## config.mk

```make
export PLATFORM = sky130hd
export DESIGN_NAME = lfsr_seq_ctrl
export DESIGN_NICKNAME = d
export VERILOG_FILES = /design/src/rtl/lfsr_seq_ctrl_pkg.sv /design/src/rtl/lfsr_rct_monitor.sv /design/src/rtl/lfsr_seq_ctrl.sv
export SDC_FILE = /design/constraint.sdc
export NUM_CORES = 1
export LEC_CHECK = 0
export BUFFER_PORTS_ARGS = -buffer_cell sky130_fd_sc_hd__buf_2
export CAP_MARGIN = 20
export CORE_UTILIZATION = 55
export CTS_CLUSTER_DIAMETER = 60
export DETAILED_ROUTE_END_ITERATION = 7
export GPL_ROUTABILITY_DRIVEN = 0
export GPL_TIMING_DRIVEN = 0
export PLACE_DENSITY_LB_ADDON = 0.2
export SYNTH_ARGS = -nofsm -noshare
export SYNTH_HDL_FRONTEND = slang
export SYNTH_HIERARCHICAL = 1
export SYNTH_SLANG_ARGS = --single-unit
```

## constraint.sdc

```tcl
create_clock -name clk -period 5 [get_ports clk]
set_clock_uncertainty 0.2 [all_clocks]
set_input_delay 0 -clock clk [delete_from_list [all_inputs] [get_ports clk]]
set_output_delay 0 -clock clk [all_outputs]
set_load 0.02 [all_outputs]
```

## src/rtl/lfsr_seq_ctrl_pkg.sv

```systemverilog
// Shared types and helpers for the lfsr_seq_ctrl TRNG sequencer.
// The top-level macro LFSR_SEQ_CTRL_HEALTH_EN affects only the top and monitor.
package lfsr_seq_ctrl_pkg;

   typedef enum logic [2:0] {
      IDLE,
      SEED,
      LOAD,
      WARM,
      GEN,
      HOLD
   } state_t;

   localparam int SEED_W_DEF = 128;

   // Bits needed to hold every value 0..max_val inclusive.
   function automatic int cnt_w(input int max_val);
      return (max_val < 2) ? 1 : $clog2(max_val + 1);
   endfunction

endpackage

```

## src/rtl/lfsr_rct_monitor.sv

```systemverilog
// Repetition-count health test on the filter output stream (trip + sticky alarm).
// Compiled only when LFSR_SEQ_CTRL_HEALTH_EN is defined.
`ifdef LFSR_SEQ_CTRL_HEALTH_EN
module lfsr_rct_monitor
   import lfsr_seq_ctrl_pkg::*;
#(
   parameter int REP_LIMIT = 34
) (
   input  logic clk,
   input  logic rst,
   input  logic en,
   input  logic clr,
   input  logic s_bit,
   output logic trip,
   output logic fail
);
   localparam int RUN_W = cnt_w(REP_LIMIT);

   logic [RUN_W-1:0] run_len;
   logic [RUN_W-1:0] run_nxt;
   logic             last_bit;

   // Run length saturates at the limit so a stuck source trips only once per seed.
   always_comb begin
      run_nxt = RUN_W'(1);
      if (run_len != '0 && s_bit == last_bit) begin
         run_nxt = (run_len == RUN_W'(REP_LIMIT)) ? run_len : run_len + RUN_W'(1);
      end
   end

   assign trip = en && (run_nxt == RUN_W'(REP_LIMIT)) && (run_len != RUN_W'(REP_LIMIT));

   always_ff @(posedge clk or posedge rst) begin
      if (rst) begin
         run_len  <= '0;
         last_bit <= 1'b0;
         fail     <= 1'b0;
      end else begin
         if (clr) begin
            run_len <= '0;
         end else if (en) begin
            run_len  <= run_nxt;
            last_bit <= s_bit;
         end
         if (trip) begin
            fail <= 1'b1;
         end
      end
   end

endmodule
`endif

```

## src/rtl/lfsr_seq_ctrl.sv

```systemverilog
// Seed / warm-up / word-packing sequencer for the lfsr_filter TRNG post-processor.
// Define LFSR_SEQ_CTRL_HEALTH_EN to add the repetition-count health monitor on s_out.
module lfsr_seq_ctrl
   import lfsr_seq_ctrl_pkg::*;
#(
   parameter int SEED_W       = SEED_W_DEF,
   parameter int WORD_W       = 32,
   parameter int WARMUP       = 256,
   parameter int RESEED_WORDS = 1024,
   parameter int REP_LIMIT    = 34
) (
   input  logic              clk,
   input  logic              rst,
   input  logic              run,
   input  logic              raw_bit,
   input  logic              raw_valid,
   output logic [SEED_W-1:0] lfsr_p_load,
   output logic              lfsr_load,
   output logic              lfsr_en,
   input  logic              lfsr_s_out,
   output logic [WORD_W-1:0] out_data,
   output logic              out_valid,
   input  logic              out_ready,
   output logic              busy,
   output logic              health_fail
);
   localparam int CNT_MAX = (SEED_W > WARMUP) ? ((SEED_W > WORD_W) ? SEED_W : WORD_W)
                                              : ((WARMUP > WORD_W) ? WARMUP : WORD_W);
   localparam int CNT_W   = cnt_w(CNT_MAX);
   localparam int WCNT_W  = cnt_w(RESEED_WORDS);

   if (SEED_W < 1 || WORD_W < 1 || WORD_W > 64 || WARMUP < 1 || RESEED_WORDS < 1 ||
       REP_LIMIT < 2) begin : g_param_check
      $error("lfsr_seq_ctrl: parameter out of range");
   end

   state_t              state, state_nxt;
   logic [CNT_W-1:0]    cnt, cnt_nxt;
   logic [WCNT_W-1:0]   word_cnt, word_cnt_nxt;
   logic                seeded, seeded_nxt;
   logic                stop_req, stop_nxt;
   logic [SEED_W-1:0]   seed_reg;
   logic [WORD_W-1:0]   pack_reg;
   logic [WORD_W-1:0]   pack_nxt;
   logic                rct_trip;
   logic                word_done;

`ifdef LFSR_SEQ_CTRL_HEALTH_EN
   lfsr_rct_monitor #(
      .REP_LIMIT (REP_LIMIT)
   ) u_rct (
      .clk   (clk),
      .rst   (rst),
      .en    (lfsr_en),
      .clr   (lfsr_load),
      .s_bit (lfsr_s_out),
      .trip  (rct_trip),
      .fail  (health_fail)
   );
`else
   assign rct_trip    = 1'b0;
   assign health_fail = 1'b0;
`endif

   assign pack_nxt  = (pack_reg << 1) | WORD_W'(lfsr_s_out);
   assign word_done = (state == GEN) && (cnt == CNT_W'(WORD_W - 1)) && !rct_trip;

   // All handshake outputs decode the state register only: no path from out_ready.
   assign lfsr_load   = (state == LOAD);
   assign lfsr_p_load = lfsr_load ? seed_reg : '0;
   assign lfsr_en     = (state == WARM) || (state == GEN);
   assign out_valid   = (state == HOLD);
   assign busy        = (state != IDLE);

   always_comb begin
      state_nxt    = state;
      cnt_nxt      = cnt;
      word_cnt_nxt = word_cnt;
      seeded_nxt   = seeded;
      stop_nxt     = stop_req;
      unique case (state)
         IDLE: begin
            stop_nxt = 1'b0;
            if (run) begin
               state_nxt = seeded ? GEN : SEED;
               cnt_nxt   = '0;
            end
         end
         SEED: begin
            if (raw_valid) begin
               if (cnt == CNT_W'(SEED_W - 1)) begin
                  state_nxt = LOAD;
                  cnt_nxt   = '0;
               end else begin
                  cnt_nxt = cnt + CNT_W'(1);
               end
            end
         end
         LOAD: begin
            seeded_nxt = 1'b1;
            state_nxt  = WARM;
            cnt_nxt    = '0;
         end
         WARM: begin
            if (cnt == CNT_W'(WARMUP - 1)) begin
               state_nxt = GEN;
               cnt_nxt   = '0;
            end else begin
               cnt_nxt = cnt + CNT_W'(1);
            end
         end
         GEN: begin
            if (cnt == CNT_W'(WORD_W - 1)) begin
               state_nxt = HOLD;
               cnt_nxt   = '0;
            end else begin
               cnt_nxt = cnt + CNT_W'(1);
            end
         end
         HOLD: begin
            if (out_ready) begin
               if (word_cnt == WCNT_W'(RESEED_WORDS - 1)) begin
                  word_cnt_nxt = '0;
                  state_nxt    = SEED;
               end else begin
                  word_cnt_nxt = word_cnt + WCNT_W'(1);
                  state_nxt    = ((stop_req || !run) && !health_fail) ? IDLE : GEN;
               end
            end
         end
         default: state_nxt = IDLE;
      endcase
      // A stop request is remembered so the word in flight is still delivered first.
      if (!run && (state inside {SEED, LOAD, WARM, GEN})) begin
         stop_nxt = 1'b1;
      end
      if (rct_trip) begin
         state_nxt = SEED;
         cnt_nxt   = '0;
      end
   end

   always_ff @(posedge clk or posedge rst) begin
      if (rst) begin
         state    <= IDLE;
         cnt      <= '0;
         word_cnt <= '0;
         seeded   <= 1'b0;
         stop_req <= 1'b0;
         out_data <= '0;
      end else begin
         state    <= state_nxt;
         cnt      <= cnt_nxt;
         word_cnt <= word_cnt_nxt;
         seeded   <= seeded_nxt;
         stop_req <= stop_nxt;
         if (word_done) begin
            out_data <= pack_nxt;
         end
      end
   end

   // Shift registers: stale contents are always flushed by a full fill before use.
   always_ff @(posedge clk) begin
      if (state == SEED && raw_valid) begin
         seed_reg <= (seed_reg << 1) | SEED_W'(raw_bit);
      end
      if (state == GEN) begin
         pack_reg <= pack_nxt;
      end
   end

endmodule
```

## Word-level counts from Yosys, hierarchy flattened

Index checks and enable logic that the tools add are counted.

| cells by class | value |
|---|---|
| multipliers | 0 |
| div/mod/pow operators | 0 |
| muxes and demuxes | 20 |
| eq/ne operators | 15 |
| $add $sub $neg | 2 |
| reduce and logical (&&, ||, !) cells | 14 |
| bitwise operators | 2 |
| magnitude comparators | 0 |
| shifts and indexed selects | 0 |

Operators by type and width:

| kind | number |
|---|---|
| $mux 128 | 1 |
| $or 128x1->128 | 1 |
| $mux 9 | 5 |
| $pmux 9 s5 | 1 |
| $or 32x1->32 | 1 |
| $mux 3 | 9 |
| $pmux 3 s6 | 1 |
| $add 11x1->11 const B | 1 |
| $eq 11x10->1 const B | 1 |
| $mux 11 | 1 |
| $add 9x1->9 const B | 1 |
| $eq 9x5->1 const B | 1 |
| $eq 9x7->1 const B | 1 |
| $eq 9x8->1 const B | 1 |
| $ne 2x2->1 const B | 4 |
| $eq 3x2->1 const B | 2 |
| $eq 3x3->1 const B | 2 |
| $reduce_and 6->1 | 1 |
| $reduce_bool 5->1 | 1 |
| $ne 2x1->1 const B | 2 |
| $reduce_bool 4->1 | 1 |
| $eq 3x1->1 const B | 1 |
| $logic_and 1x1->1 | 3 |
| $logic_not 3->1 | 1 |
| 7 further kinds | 9 |

| word-level totals | value |
|---|---|
| register bits | 216 |
| bits in read-only memories | 0 |
| RAM bits | 0 |
| memories | 0 |
| input bits | 7 |
| bits in latches | 0 |

## Longest topological paths before layout

Gate-level depths: netlist of run 1.

| logic depth | value |
|---|---|
| depth after elaboration | 6 |
| depth in mapped cells | 10 |
| depth with buffers taken out | 10 |

## Least setup slack after synthesis of run 1

Ideal clock, no wire load.

| timing path | value |
|---|---|
| path kind | register to register |
| start | reg state[1] |
| end | reg seed_reg[0], enable pin |
| arrival time | 3806 ps |
| stages on the path, launching flop included | 4 |
| setup slack | 491 ps |
| setup time | 502 ps |
| data required time | 4298 ps |
| clock period less this slack | 4509 ps |
| path through | dfrtp_1 -> clkbuf_1 -> nor3b_1 -> and2_1 |

| between the ends | value |
|---|---|
| word-level cells in the longest chain between the ends | 2 |

Ends and longest elaborated chain:

| what | line | RTL |
|---|---|---|
| from (decl) | lfsr_seq_ctrl.sv:37 | `state_t state, state_nxt;` |
| from (signal assigned) | lfsr_seq_ctrl.sv:152 | `state <= state_nxt;` |
| $eq 3x1->1 | lfsr_seq_ctrl.sv:165 | `if (state == SEED && raw_valid) begin` |
| $logic_and 1x1->1 | lfsr_seq_ctrl.sv:165 |  |
| to (signal assigned) | lfsr_seq_ctrl.sv:166 | `seed_reg <= (seed_reg << 1) \| SEED_W'(raw_bit);` |
| to (decl) | lfsr_seq_ctrl.sv:42 | `logic [SEED_W-1:0] seed_reg;` |

Every way passes these cells.
A chain may end at the register's enable or synchronous reset.

## Worst setup path in the final report of run 1

| timing path | value |
|---|---|
| start | reg state[1] |
| end | out lfsr_p_load[111] |

| between the ends | value |
|---|---|
| word-level cells in the longest chain between the ends | 2 |

Ends and longest elaborated chain:

| what | line | RTL |
|---|---|---|
| $eq 3x2->1 | lfsr_seq_ctrl.sv:69 | `assign lfsr_load = (state == LOAD);` |
| $mux 128 | lfsr_seq_ctrl.sv:70 | `assign lfsr_p_load = lfsr_load ? seed_reg : '0;` |
| to (decl) | lfsr_seq_ctrl.sv:17 | `output logic [SEED_W-1:0] lfsr_p_load,` |

Every way passes these cells.

==> run_results.csv, run 1 <==
group,metric,value,unit
layout,area_growth,23.03,%
sta,tightest_slew,0.8861,ns
critical_path,crit_type,"reg2out",
critical_path,critPathRequiredTime,4.80,ns
global_routing,first_global_vias,4938,
clock_tree,cts_buffer_depth,3,
sta,fmax,0.3216,GHz
sta,rsz0062_at_grt,"no",
global_routing,grt_max_degree,69,
synth,ys_ff_latch,216,
synth,synth_top_area_share,56.37,%
sta,setup_tns,0,ns
place,dp_slack,2.104,ns
pwr,ir_drop,0.3245,mV
sta,setup_violations,0,
layout,drive_gt1_share,33.60,%
synth,yosysTopAreaCell,"edfxtp_1",
sta,whs,0.06131,ns
clock_tree,numCtsBuffers,22,
layout,fillers,982,
critical_path,cp.arrival,2.91,ns
global_routing,grtUsageTotal,20.71,%
floorplanning,start_util,57.40,%
place,port_buffers,170,
routing,drt_iter0_drc,286,
place,dpl-instance-area,9628,µm²
pwr,totalPowerFinal,4.843,mW
layout,largest_reg_flops,128,
routing,via_per_inst,5.284,
routing,vias,4951,
synth,ys_top_cells_by_count,"159 x edfxtp_1, 130 x and2_1, 57 x dfrtp_1, 30 x mux2_4, 19 x nand2_1",
synth,synth_area,8469,µm²
layout,diodes,0,
floorplanning,die_area,15900,µm²
floorplanning,row_count,44,
routing,wirelength,16380,µm
synth,postSynthAreaPerCell,15.92,µm²
floorplanning,io_pins,172,
synth,synth_flop_cell,"edfxtp_1",
clock_tree,tritoncts,"built",
synth,ys_async_sr_fraction,26.39,%
layout,final_cells,937,
layout,final_util,70.62,%
synth,yosysMostFrequentCell,"edfxtp_1",
sta,period_share,62.18,%
global_routing,antenna_found_initial,0,
layout,design_area,10420,µm²
clock_tree,clk_latency,0.49,ns
sta,max_slew_margin,40.93,%
sta,setup_ws,1.891,ns
critical_path,critPathCaptureType,"primary output",
synth,syn_inst,532,
layout,layout.nets,748,
synth,synth_edf_count,159,
global_routing,overflow,0,
job,cap_viol_max_count,0,
floorplanning,die-width,126.1,µm
routing,drcViolationCount,0,
hold_path,hold_path_class,"in2reg",
sta,slew_viol_final,0,
floorplanning,dieHeight,126.1,µm
sta,finalHoldViolations,0,
place,post-dp-hpwl,10560,µm
synth,synth_nets,543,
routing,drtAntennaViolNets,0,
clock_tree,cts-htree-levels,1,
status,outcome,"complete, no violations",
sta,period_needed,3.109,ns
pwr,p_leak,4.474,nW
clock_tree,clock_sinks,216,
routing,dr.pass1.iters,6,
synth,ys_seq_area_share,73.22,%
global_routing,grt_pass1_wl,25920,µm
synth,synth.distinct_cells,52,
synth,ys_warn_count,6,
pwr,cellPowerDensity,464.7,nW/µm²
clock_tree,root_buffer,"clkbuf_16",
clock_tree,cts.clk_slew.worst_paths,0.06,ns
routing,routedWlPerCell,17.48,µm
synth,synthTopCellsByArea,"edfxtp_1 56%, dfrtp_1 17%, and2_1 9.6%",
critical_path,path_max_fanout,10,
place,placedCellCount,889,
floorplanning,core,14750,µm²
critical_path,cp-start-kind,"flip-flop",
## repair_timing
| action | in CTS | in global routing |
|---|---|---|
| setup endpoints to repair | 0 | 0 |
| gates resized for setup | 0 | 0 |
| hold buffers | 8 | 0 |
| endpoints found under the hold margin | 68 | 0 |
| buffers inserted | 0 | 0 |
## logic make-up after synthesis
| kind of cell | share of synthesized area (%) |
|---|---|
| mux | 6.205 |
| buf+inv | 2.216 |
| other cells | 0.04428 |
| compound gates | 2.822 |
| xor+xnor | 0.7239 |
| simple gates | 14.18 |
| fa+ha+maj | 0.5910 |
| flops | 73.22 |
## cells in the final DEF, fill, tap and decap left out, drive strengths merged, types with 7 or more instances in the layout
cell and n:
dfrtp 57, mux2 34, and2 130, dlygate4sd3 8
edfxtp 159, nor3 7, inv 9, nand2 19
o21ai 9, nor2 11, buf 179, clkbuf 51
## report_power, final
group | leakage (nW) | switching (mW) | internal, mW
Sequential | 2.02 | 0.0973 | 2.18
Clock | 0.354 | 0.654 | 0.955
Combinational | 2.10 | 0.642 | 0.312
Total | 4.47 | 1.39 | 3.45
## worst max-delay path, cell delays in order, from the launching register on
cell and delay, ns:
dfrtp_1 0.41, clkbuf_1 0.37, nand2_1 0.13, nor2_1 0.25, clkbuf_1 0.52, clkbuf_1 0.37
and2_1 0.19, buf_2 0.17
## layout make-up
class,count,area [µm²],share of cell area (%)
Tap cell,184,230.2,2.209
Sequential cell,216,6201,59.51
Timing Repair Buffer,181,1006,9.654
Inverter,9,33.78,0.3242
Multi-Input combinational cell,284,2083,19.99
Buffer,23,153.9,1.477
Clock buffer,34,656.9,6.304
Clock inverter,6,55.05,0.5283
## final timing paths
check / from / to / slack (ns) / depth (start not counted)
max: state[1] / lfsr_p_load[111] / 1.89 / 7
min: lfsr_s_out / pack_reg[0] / 0.06 / 2
max reg2reg: cnt[0] / state[2] / 2.10 / 10
min reg2reg: seed_reg[29] / seed_reg[30] / 0.24 / 0
max in group asynchronous: rst / out_data[3] / 3.59 / 5
min in group asynchronous: rst / cnt[5] / 0.45 / 4
## layer usage
metal | global-route usage [%] | vias up | part of all wire, %
li1 | - | 2310 | -
met4 | 6.308 | 0 | 2.2
met5 | 0 | - | 0
met2 | 33.34 | 170 | 47
met1 | 27.22 | 2436 | 43
met3 | 6.287 | 35 | 7.8
Note: power is estimated with default switching activity, not from simulation.
==> run 2: changes to the inputs <==
==> constraint.sdc (replaced) <==
create_clock -name clk -period 3 [get_ports clk]
set_clock_uncertainty 0.2 [all_clocks]
set_input_delay 0 -clock clk [delete_from_list [all_inputs] [get_ports clk]]
set_output_delay 0 -clock clk [all_outputs]
set_load 0.02 [all_outputs]
==> run 2 against run 1 <==
Net effect: clock power grew 56%; power grew 63%; register-to-register slack lost 1.9 ns; critical endpoint is now state[2]; highest routed layer unchanged.
==> run_results.csv, run 2 (synthesis results as in run 1) <==
group,metric,value,unit
floorplanning,die_area,15900,µm²
clock_tree,cts_buffer_depth,3,
layout,final_cells,936,
global_routing,grt_pass1_wl,25670,µm
sta,slew_viol_final,0,
layout,mostFrequentLayoutCell,"buf_2",
pwr,p_leak,4.447,nW
critical_path,cpMostUsedCell,"ha_1",
layout,diodes,0,
critical_path,crit_end,"state[2]",
floorplanning,io_pins,172,
clock_tree,cts-htree-levels,1,
critical_path,cp.arrival,3.02,ns
place,port_buffers,170,
clock_tree,clk_latency,0.50,ns
layout,layout_common_cells,"170 x buf_2, 159 x edfxtp_1, 129 x and2_1, 57 x dfrtp_1, 30 x mux2_4",
critical_path,crit_cells,10,
layout,drive_gt1_share,33.38,%
place,dp_slack,0.2360,ns
routing,drt_iter0_drc,218,
sta,setup_violations,0,
routing,drtAntennaViolNets,0,
sta,period_needed,2.836,ns
clock_tree,cts.clk_slew.worst_paths,0.06,ns
sta,rsz0062_at_grt,"no",
global_routing,antenna_found_initial,0,
place,placedCellCount,889,
floorplanning,die-width,126.1,µm
critical_path,r2r_slack,0.16,ns
critical_path,critPathCaptureType,"flip-flop",
sta,tightest_slew,0.7503,ns
critical_path,r2r_cells,10,
place,dpl-instance-area,9628,µm²
critical_path,cp_top_family,"simple AND/OR/NAND/NOR gates",
floorplanning,dieHeight,126.1,µm
routing,vias,4944,
critical_path,cp-start-kind,"flip-flop",
floorplanning,row_count,44,
sta,whs,0.03488,ns
global_routing,first_global_vias,4996,
pwr,totalPowerFinal,7.910,mW
critical_path,crit_slowest_cell,"dfrtp_1",
routing,via_per_inst,5.282,
global_routing,grtUsageTotal,20.42,%
pwr,cellPowerDensity,762.9,nW/µm²
sta,setup_ws,0.1642,ns
critical_path,r2r_start,"cnt[0]",
pwr,ir_drop,0.6277,mV
critical_path,cpPeakStageDelay,0.41,ns
layout,layout.nets,749,
layout,largest_reg_flops,128,
clock_tree,tritoncts,"built",
sta,period_share,94.53,%
floorplanning,core,14750,µm²
sta,fmax,0.3526,GHz
layout,ff_latch_area,6201,µm²
layout,design_area,10370,µm²
routing,wirelength,16030,µm
layout,fillers,1026,
job,cap_viol_max_count,0,
sta,max_slew_margin,49.98,%
critical_path,path_max_fanout,7,
layout,area_growth,22.43,%
critical_path,startpoint,"cnt[0]",
status,outcome,"complete, no violations",
hold_path,hold_path_class,"in2reg",
critical_path,critPathBufInv,1,
critical_path,crit_type,"reg2reg",
place,post-dp-hpwl,10360,µm
critical_path,crit_path_cell_trace,"ha_1 > nand4_1 > nor2_1 > nand3_1 > inv_1 > ha_1 > and4bb_2 > a221oi_1 > nand3b_1 > mux2_2",
clock_tree,root_buffer,"clkbuf_16",
critical_path,r2r_end,"state[2]",
layout,final_util,70.28,%
routing,drcViolationCount,0,
global_routing,overflow,0,
floorplanning,start_util,57.40,%
routing,routedWlPerCell,17.12,µm
clock_tree,clock_sinks,216,
routing,dr.pass1.iters,4,
sta,setup_tns,0,ns
layout,multi_input_area,2083,µm²
critical_path,critPathRequiredTime,3.18,ns
clock_tree,numCtsBuffers,23,
global_routing,grt_max_degree,75,
sta,finalHoldViolations,0,
[run 2: changes by cell type in the layout (fill, tap and decap cells not counted)]
cell	delta
clkbuf_1	-1
clkbuf_2	+4
clkinv_1	+2
bufinv_16	-1
clkbuf_8	-3
clkinv_2	-4
inv_6	+1
clkinvlp_4	+1
[run 2: worst min path at each step]
| stage | startpoint | to | slack (ns) | cells after the start |
|---|---|---|---|---|
| 2_1_floorplan | lfsr_s_out | pack_reg[0] | -0.10 | 0 |
| 3_3_place_gp | raw_bit | seed_reg[0] | -0.02 | 1 |
| 3_5_place_dp | rst | cnt[4] | -0.13 | 2 |
| 4_1_cts | lfsr_s_out | pack_reg[0] | 0.02 | 2 |
| 5_1_grt | lfsr_s_out | pack_reg[0] | 0.05 | 2 |
| 6_report | lfsr_s_out | pack_reg[0] | 0.03 | 2 |
[run 2: cell type report]
type / count / area share (%)
sequential: 216 / 59.80
multi-input combinational: 284 / 20.09
timing repair buffer: 181 / 9.702
clock buffer: 34 / 6.046
tap: 184 / 2.220
buffer: 23 / 1.533
inverter: 9 / 0.3258
clock inverter: 5 / 0.2775
[run 2: metal layers]
layer | GRT usage [%] | wire [µm] | vias to the layer above
li1 | - | - | 2314
met2 | 32.34 | 7593 | 149
met5 | 0 | 0 | -
met3 | 6.372 | 1110 | 28
met1 | 27.43 | 6983 | 2453
met4 | 5.741 | 340 | 0
[run 2: power breakdown]
part	internal, mW	switching (mW)
clock network	1.44	1.07
registers	3.64	0.158
logic	0.523	1.08
total	5.60	2.31
[run 2: repair_timing]
| action | in CTS | in global routing |
|---|---|---|
| hold buffers | 8 | 0 |
| hold endpoints to repair | 70 | 0 |
| buffers inserted | 0 | 0 |
| endpoints found under the setup margin | 100 | 100 |
| resized for setup | 1 | 6 |
==> run 3: changes to the inputs <==
==> constraint.sdc (replaced) <==
create_clock -name clk -period 2.7 [get_ports clk]
set_clock_uncertainty 0.2 [all_clocks]
set_input_delay 0 -clock clk [delete_from_list [all_inputs] [get_ports clk]]
set_output_delay 0 -clock clk [all_outputs]
set_load 0.02 [all_outputs]
==> run 3 against run 2 <==
Net effect: register-to-register slack worse by 0.13 ns; first-iteration DRC count is 14% higher; maximum frequency rose by 6.4%; non-clock buffer count is 1 higher; worst setup slack worse by 0.13 ns; sequential share of layout area fell by 0.27 points; critical path type unchanged; global-route usage about the same; power is 12% higher; worst hold slack is essentially flat; sequential power up 11%; cell count is 0.32% higher.
==> run_results.csv, run 3 (synthesis results as in run 1) <==
group,metric,value,unit
status,outcome,"complete, no violations",
global_routing,use_met1,27.29,%
floorplanning,io_pins,172,
global_routing,grt_use_met2,32.40,%
sta,fmax,0.3751,GHz
routing,via_per_inst,5.280,
layout,ff_latch_area,6201,µm²
floorplanning,start_util,57.40,%
floorplanning,die-width,126.1,µm
critical_path,critPathCaptureType,"flip-flop",
layout,fillers,1015,
sta,setup_violations,0,
place,post-dp-hpwl,10360,µm
layout,layout.nets,752,
sta,finalHoldViolations,0,
global_routing,grt_max_degree,75,
place,dpl-instance-area,9628,µm²
floorplanning,dieHeight,126.1,µm
critical_path,crit_type,"reg2reg",
critical_path,critPathRequiredTime,2.66,ns
global_routing,antenna_found_initial,0,
pwr,p_sw_share,29.29,%
sta,max_slew_margin,49.14,%
layout,diodes,0,
floorplanning,die_area,15900,µm²
layout,area_growth,22.97,%
pwr,clockPowerShare,31.6,%
global_routing,first_global_vias,5005,
sta,period_share,98.75,%
routing,wirelength,16280,µm
sta,whs,0.03514,ns
pwr,switching_power,2.584,mW
place,dp_slack,-0.06397,ns
routing,dr.pass1.iters,6,
layout,layout_common_cells,"170 x buf_2, 159 x edfxtp_1, 129 x and2_1, 57 x dfrtp_1, 30 x mux2_4",
global_routing,grt_pass1_wl,25690,µm
routing,vias,4958,
sta,slew_viol_final,0,
routing,drt_iter0_drc,249,
hold_path,hold_path_class,"in2reg",
critical_path,cp-start-kind,"flip-flop",
layout,multi_input_area,2106,µm²
clock_tree,cts.clk_slew.worst_paths,0.06,ns
pwr,p_int,6.237,mW
job,cap_viol_max_count,0,
global_routing,top_usage_layer,"met2",
routing,drcViolationCount,0,
critical_path,path_max_fanout,74,
clock_tree,clk_latency,0.50,ns
clock_tree,numCtsBuffers,23,
critical_path,r2r_start,"state[1]",
floorplanning,row_count,44,
routing,drtAntennaViolNets,0,
sta,period_needed,2.666,ns
layout,mostFrequentLayoutCell,"buf_2",
pwr,p_comb_share,20.7,%
clock_tree,tritoncts,"built",
sta,rsz0062_at_grt,"yes",
sta,tightest_slew,0.7613,ns
clock_tree,root_buffer,"clkbuf_16",
floorplanning,core,14750,µm²
critical_path,cp.arrival,2.62,ns
clock_tree,clock_sinks,216,
clock_tree,cts-htree-levels,1,
layout,design_area,10420,µm²
routing,routedWlPerCell,17.34,µm
global_routing,overflow,0,
layout,final_util,70.59,%
layout,drive_gt1_share,35.23,%
layout,largest_reg_flops,128,
pwr,cellPowerDensity,846.9,nW/µm²
sta,setup_ws,0.03376,ns
pwr,seqPwrFrac,47.8,%
critical_path,startpoint,"state[1]",
global_routing,grt.met3_usage,6.457,%
pwr,p_leak,4.473,nW
pwr,totalPowerFinal,8.820,mW
sta,setup_tns,0,ns
hold_path,hold_path.startpoint,"lfsr_s_out",
place,placedCellCount,889,
place,port_buffers,170,
clock_tree,cts_buffer_depth,3,
pwr,ir_drop,0.6967,mV
layout,final_cells,939,
global_routing,grtUsageTotal,20.43,%
-- run 3: cell type report --
cell class,instances,share of cell area (%)
buffer,23,1.646
clock buffer,34,6.019
clock inverter,5,0.2763
inverter,9,0.3604
multi-input combinational,286,20.22
sequential,216,59.54
tap,184,2.210
timing repair buffer,182,9.731
-- run 3: final timing paths --
check	end	slack, ns	depth (start not counted)
setup / recovery	seed_reg[86]	0.03	4
hold / removal	pack_reg[0]	0.04	2
setup reg to reg	seed_reg[86]	0.03	4
hold reg to reg	seed_reg[71]	0.24	0
max in group asynchronous	out_data[27]	1.26	5
min in group asynchronous	state[0]	0.47	4
-- run 3: power groups by stage --
| stage | Combinational, mW | Clock (mW) | Sequential (mW) |
|---|---|---|---|
| final | 1.82 | 2.79 | 4.21 |
| after CTS | 1.80 | 2.86 | 4.21 |
| after global routing | 1.96 | 2.99 | 4.24 |
| after floorplan | 1.21 | 0 | 4.22 |
| after detailed placement | 1.77 | 0 | 4.27 |
| after global placement | 1.67 | 0 | 4.28 |
-- run 3: worst max-delay path: stages, from the launching register on --
cell	delay [ns]
dfrtp_1	0.42
clkbuf_2	0.20
nor3b_1	0.67
and2_4	0.44
buf_16	0.35
-- run 3: what timing repair did --
item | CTS | global route
gates cloned | 0 | 2
hold buffers | 8 | 0
buffers inserted | 1 | 0
gates resized for setup | 8 | 14
setup endpoints to repair | 101 | 157
pin swaps | 0 | 1
endpoints found under the hold margin | 70 | 0
-- run 3: layer usage --
| metal | routed length [µm] | part of all wire (%) |
|---|---|---|
| met1 | 7019 | 43 |
| met2 | 7627 | 47 |
| met3 | 1258 | 7.7 |
| met4 | 375 | 2.3 |
| met5 | 0 | 0 |
